### src/rtl/jtdsp16_pio_pkg.sv
// rtl/jtdsp16_pio_pkg.sv - shared constants for the jtdsp16 parallel I/O host responder
package jtdsp16_pio_pkg;
    localparam int ST_TXNE    = 0;
    localparam int ST_RXFULL  = 1;
    localparam int ST_UDF     = 2;
    localparam int ST_OVF     = 3;
    localparam int ST_CNT_LSB = 4;

    localparam logic PSEL_DATA = 1'b0;
endpackage

### src/rtl/jtdsp16_pio_fifo.sv
// rtl/jtdsp16_pio_fifo.sv - 16-bit FIFO of 2**AW words with occupancy count
module jtdsp16_pio_fifo #(
    parameter int AW = 3
) (
    input  logic          clk,
    input  logic          rst,
    input  logic          push,
    input  logic          pop,
    input  logic [15:0]   din,
    output logic [15:0]   dout,
    output logic          empty,
    output logic [AW:0]   count
);
    logic [15:0]   mem [2**AW];
    logic [AW-1:0] wr_ptr;
    logic [AW-1:0] rd_ptr;
    logic          full;
    logic          do_push;
    logic          do_pop;

    assign empty   = (count == '0);
    assign full    = count[AW];
    assign dout    = mem[rd_ptr];
    assign do_pop  = pop & ~empty;
    // A pop in the same cycle frees the slot the push lands in.
    assign do_push = push & (~full | do_pop);

    always_ff @(posedge clk or posedge rst) begin
        if (rst) begin
            wr_ptr <= '0;
            rd_ptr <= '0;
            count  <= '0;
        end else begin
            if (do_push) wr_ptr <= wr_ptr + 1'b1;
            if (do_pop)  rd_ptr <= rd_ptr + 1'b1;
            count <= count + (AW+1)'(do_push) - (AW+1)'(do_pop);
        end
    end

    always_ff @(posedge clk) begin
        if (do_push) mem[wr_ptr] <= din;
    end
endmodule

### src/rtl/jtdsp16_pio_host.sv
// rtl/jtdsp16_pio_host.sv - host responder for the jtdsp16 parallel I/O port
// Optional JTDSP16_PIO_SYNC_EN: two-flop synchronizers on pods_n, pids_n, psel.
module jtdsp16_pio_host
    import jtdsp16_pio_pkg::*;
#(
    parameter int AW = 3
) (
    input  logic        clk,
    input  logic        rst,
    input  logic [15:0] pbus_out,
    input  logic        pods_n,
    input  logic        pids_n,
    input  logic        psel,
    output logic [15:0] pbus_in,
    output logic [15:0] rx_data,
    output logic        rx_valid,
    input  logic        rx_ready,
    input  logic [15:0] tx_data,
    input  logic        tx_valid,
    output logic        tx_ready,
    output logic [15:0] dsp_cmd,
    output logic        cmd_stb,
    output logic        ovf,
    output logic        udf
);
    logic pods_s, pids_s, psel_s;
    logic pods_l, pids_l;
    logic wev, rev;

`ifdef JTDSP16_PIO_SYNC_EN
    logic [1:0] pods_sy, pids_sy, psel_sy;
    always_ff @(posedge clk or posedge rst) begin
        if (rst) begin
            pods_sy <= 2'b11;
            pids_sy <= 2'b11;
            psel_sy <= 2'b00;
        end else begin
            pods_sy <= {pods_sy[0], pods_n};
            pids_sy <= {pids_sy[0], pids_n};
            psel_sy <= {psel_sy[0], psel};
        end
    end
    assign pods_s = pods_sy[1];
    assign pids_s = pids_sy[1];
    assign psel_s = psel_sy[1];
`else
    assign pods_s = pods_n;
    assign pids_s = pids_n;
    assign psel_s = psel;
`endif

    // History resets high so a strobe held low through reset yields no edge.
    always_ff @(posedge clk or posedge rst) begin
        if (rst) begin
            pods_l <= 1'b1;
            pids_l <= 1'b1;
        end else begin
            pods_l <= pods_s;
            pids_l <= pids_s;
        end
    end
    assign wev = pods_s & ~pods_l;
    assign rev = pids_s & ~pids_l;

    logic [AW:0]  rx_count, tx_count;
    logic         rx_empty, tx_empty, rx_full, tx_full;
    logic [15:0]  tx_head;
    logic         rx_push, tx_push, tx_pop;
    logic         set_ovf, set_udf, clr_flags;

    assign rx_full  = rx_count[AW];
    assign tx_full  = tx_count[AW];
    assign rx_valid = ~rx_empty;
    assign tx_ready = ~tx_full;
    assign rx_push  = wev & (psel_s == PSEL_DATA);
    assign tx_push  = tx_valid & ~tx_full;
    assign tx_pop   = rev & (psel_s == PSEL_DATA) & ~tx_empty;
    assign set_ovf  = rx_push & rx_full & ~rx_ready;
    assign set_udf  = rev & (psel_s == PSEL_DATA) & tx_empty;
    assign clr_flags = rev & (psel_s != PSEL_DATA);

    jtdsp16_pio_fifo #(.AW(AW)) u_rx (
        .clk   (clk),
        .rst   (rst),
        .push  (rx_push),
        .pop   (rx_ready),
        .din   (pbus_out),
        .dout  (rx_data),
        .empty (rx_empty),
        .count (rx_count)
    );

    jtdsp16_pio_fifo #(.AW(AW)) u_tx (
        .clk   (clk),
        .rst   (rst),
        .push  (tx_push),
        .pop   (tx_pop),
        .din   (tx_data),
        .dout  (tx_head),
        .empty (tx_empty),
        .count (tx_count)
    );

    logic [15:0] status;
    always_comb begin
        status                    = '0;
        status[15:ST_CNT_LSB]     = 12'(tx_count);
        status[ST_OVF]            = ovf;
        status[ST_UDF]            = udf;
        status[ST_RXFULL]         = rx_full;
        status[ST_TXNE]           = ~tx_empty;
    end

    always_ff @(posedge clk or posedge rst) begin
        if (rst) begin
            dsp_cmd <= '0;
            cmd_stb <= 1'b0;
            ovf     <= 1'b0;
            udf     <= 1'b0;
            pbus_in <= '0;
        end else begin
            cmd_stb <= wev & (psel_s != PSEL_DATA);
            if (wev && psel_s != PSEL_DATA) dsp_cmd <= pbus_out;
            // Setting a flag takes priority over a status-read clear.
            if (set_ovf)        ovf <= 1'b1;
            else if (clr_flags) ovf <= 1'b0;
            if (set_udf)        udf <= 1'b1;
            else if (clr_flags) udf <= 1'b0;
            if (psel_s != PSEL_DATA) pbus_in <= status;
            else                     pbus_in <= tx_empty ? 16'h0000 : tx_head;
        end
    end
endmodule

### config.mk
export PLATFORM = sky130hd
export DESIGN_NAME = jtdsp16_pio_host
export DESIGN_NICKNAME = d
export VERILOG_FILES = /design/src/rtl/jtdsp16_pio_pkg.sv /design/src/rtl/jtdsp16_pio_fifo.sv /design/src/rtl/jtdsp16_pio_host.sv
export SDC_FILE = /design/constraint.sdc
export NUM_CORES = 1
export LEC_CHECK = 0
export ABC_AREA = 1
export CELL_PAD_IN_SITES_DETAIL_PLACEMENT = 1
export CELL_PAD_IN_SITES_GLOBAL_PLACEMENT = 2
export CORE_ASPECT_RATIO = 1.25
export CORE_MARGIN = 3
export CORE_UTILIZATION = 42
export CTS_CLUSTER_DIAMETER = 60
export DETAILED_ROUTE_END_ITERATION = 8
export DONT_BUFFER_PORTS = 1
export GPL_ROUTABILITY_DRIVEN = 0
export PLACE_DENSITY = 0.77
export REMOVE_ABC_BUFFERS = 1
export SYNTH_ARGS = -nofsm -noshare
export SYNTH_HDL_FRONTEND = slang
export SYNTH_HIERARCHICAL = 1
export SYNTH_SLANG_ARGS = --single-unit
### constraint.sdc
create_clock -name clk -period 3.1 [get_ports clk]
set_input_delay 0.775 -clock clk [delete_from_list [all_inputs] [get_ports clk]]
set_output_delay 0.775 -clock clk [all_outputs]
set_load 0.005 [all_outputs]
==> results.cfg <==
[die]
die_h_um = 202
io-pin-count = 92
dieArea_sq_um = 32800
core_area_sq_um = 30200
num_rows = 71
fp.dieW_um = 163
start_util_pct = 42.7

[grt]
antenna_found_initial = 0
grt_max_degree = 82
grt_pass1_vias = 8511
grtUsageTotal_pct = 19.5
grt_pass1_wl_mm = 49.1
grt_overflow = 0

[clocking]
cts_tree = built
ctsHoldBuffers = 0
cts_sinks = 313
numCtsBuffers = 31
clockRootBuffer = clkbuf_16
h-tree-depth = 1
clock_latency_ns = 0.56
clk_path_buf_depth = 3
clk_pin_slew_worst_paths_ns = 0.06
cts_setup_buffers = 0
cts_resized = 0

[timing]
worst_clock_skew_ns = 0.0237
setup_viol = 0
fin_setup_tns_ns = 0
maxClockFrequency_mhz = 359
setup_ws_ns = 0.318
timing.final.crit_share_pct = 89.7
timing.final.hold_violations = 0
period_needed_ns = 2.78
hold_slack_ns = 0.102
worst_pin_slew_ns = 1.03
rsz0062_at_grt = false
slew_headroom_pct = 31.6
drv_slew = 0

[synth]
synth_cell_types = 26
synth-edff-count = 256
async_reset_ff_share_pct = 18.2
syn-instance-count = 1154
yosysWarnings = 6
synth_area_sq_um = 12900
syn_avg_cell_area_sq_um = 11.2
ys.flop_type = edfxtp_1
ys_ff_latch = 313
ys_seq_area_share_pct = 70.8

[power_and_ir_drop]
ir_worst_vdd_mv = 0.528
pwr-share-comb_pct = 29.6
p_sw_mw = 4.42
p_int_mw = 8.39
seqPwrFrac_pct = 41.2
pwr-share-clk_pct = 29.1
sw_frac_of_total_pct = 34.5
p_per_area_nw_per_um2 = 891
p_total_mw = 12.8
leakage_nw = 5.74

[critical_path]
cp-start-kind = flop
end_kind = primary output
critPathMaxFanout = 59
path_class = reg2out
required_ns = 2.32
cp.arrival_ns = 2.01

[drt]
first_iter_violations = 385
dr.pass1.iters = 4
num_vias = 8047
viasPerCell = 5.06
drc = 0
wl_per_cell_um = 19.9
ant_nets = 0
routed_wl_mm = 31.6

[layout]
drive_gt1_share_pct = 7.73
nets = 1221
diodes = 0
n_fill_cell = 3257
multi_input_area_sq_um = 3200
final_common_cell = nand2_1
mostFrequentLayoutCells = 394 x nand2_1, 256 x edfxtp_1, 123 x nor2_1
area_growth_pct = 11.6
fin_cells = 1591
seqCellArea_sq_um = 9120

[placed_design]
dpl.hpwl_mm = 19.3
pre_cts_ws_ns = 0.368
placedCellCount = 1534
io_buffers = 0

[hold_path]
hold_class = in2async

[status]
status = completed

[run]
cap_violations = 0
==> sequential cells by signal, indices dropped and copies added, names as in the netlist <==
register / flops
u_tx/mem: 128
pods_l: 1
udf: 1
pids_l: 1
u_rx/rd_ptr: 3
u_rx/wr_ptr: 3
ovf: 1
cmd_stb: 1
u_rx/mem: 128
dsp_cmd: 16
u_tx/wr_ptr: 3
pbus_in: 16
u_rx/count: 4
u_tx/count: 4
u_tx/rd_ptr: 3
==> final cells by class <==
| cell class | instances | share of cell area (%) |
|---|---|---|
| clock buffer | 45 | 5.90 |
| timing repair buffer | 33 | 1.98 |
| clock inverter | 12 | 1.08 |
| tap | 401 | 3.49 |
| sequential | 313 | 63.4 |
| multi-input combinational | 714 | 22.2 |
| inverter | 73 | 1.92 |
==> cell families after synthesis <==
kind of cell,Yosys count,share of synthesized area [%]
buffers and inverters,127,4.56
AOI/OAI and AO/OA,135,5.87
and+or+nand+nor,555,16.6
xor gates and xnor gates,8,0.544
adders and majority gates,16,1.67
DFF,313,70.8
==> power by group through the flow <==
stage | logic (mW) | clock network, mW | registers (mW)
6_report | 3.80 | 3.74 | 5.28
5_1_grt | 4.39 | 4.00 | 5.33
4_1_cts | 3.91 | 3.85 | 5.29
3_3_place_gp | 3.80 | 0 | 5.36
3_5_place_dp | 3.89 | 0 | 5.37
2_1_floorplan | 2.23 | 0 | 5.62
==> critical path, cell delays in order, from the launching register on <==
cell and delay (ns):
dfrtp_2 0.38, buf_4 0.49, o21ai_0 0.19, o21ai_0 0.19, nand2_1 0.08, nand2_1 0.09
==> layer usage <==
metal | global-route usage, % | part of all wire [%]
met5 | 0 | 0
met4 | 4.81 | 1.8
met3 | 3.26 | 4.5
met2 | 36.3 | 53
met1 | 23.5 | 41
==> worst paths after layout <==
| check | cells after the start | slack (ns) | end | start |
|---|---|---|---|---|
| worst max-delay path | 5 | 0.32 | rx_data[6] | u_rx/rd_ptr[0] |
| worst min-delay path | 1 | 0.10 | u_tx/rd_ptr[2] | rst |
| worst max register to register | 13 | 0.47 | u_tx/count[2] | u_tx/count[3] |
| worst min register to register | 2 | 0.50 | dsp_cmd[8] | dsp_cmd[8] |
| max in group asynchronous | 1 | 2.12 | dsp_cmd[8] | rst |
| min in group clk | 0 | 0.20 | pids_l | pids_n |
==> metrics by stage <==
step                cell area (sq um)  utilization [%]
global placement                13400             44.3
floorplan                       12600                -
finish                          14400             47.6
CTS                             14400             47.6
global route                    14400             47.6
detailed placement              13400             44.3
==> synth_stat cells, types with 5 or more instances <==
library cell	count	share of area (%)
nand2_1	394	11
edfxtp_1	256	60
nor2_1	130	3.8
o21ai_0	69	2.7
inv_1	68	2.0
dfrtp_1	55	11
o211ai_1	32	1.9
o21ai_1	32	1.2
buf_2	30	1.2
nand3_1	27	1.0
ha_1	14	1.4
buf_4	9	0.52
clkbuf_1	6	0.17
xor2_1	6	0.41
buf_6	5	0.44
No activity file was read; power rests on OpenSTA's default activity.
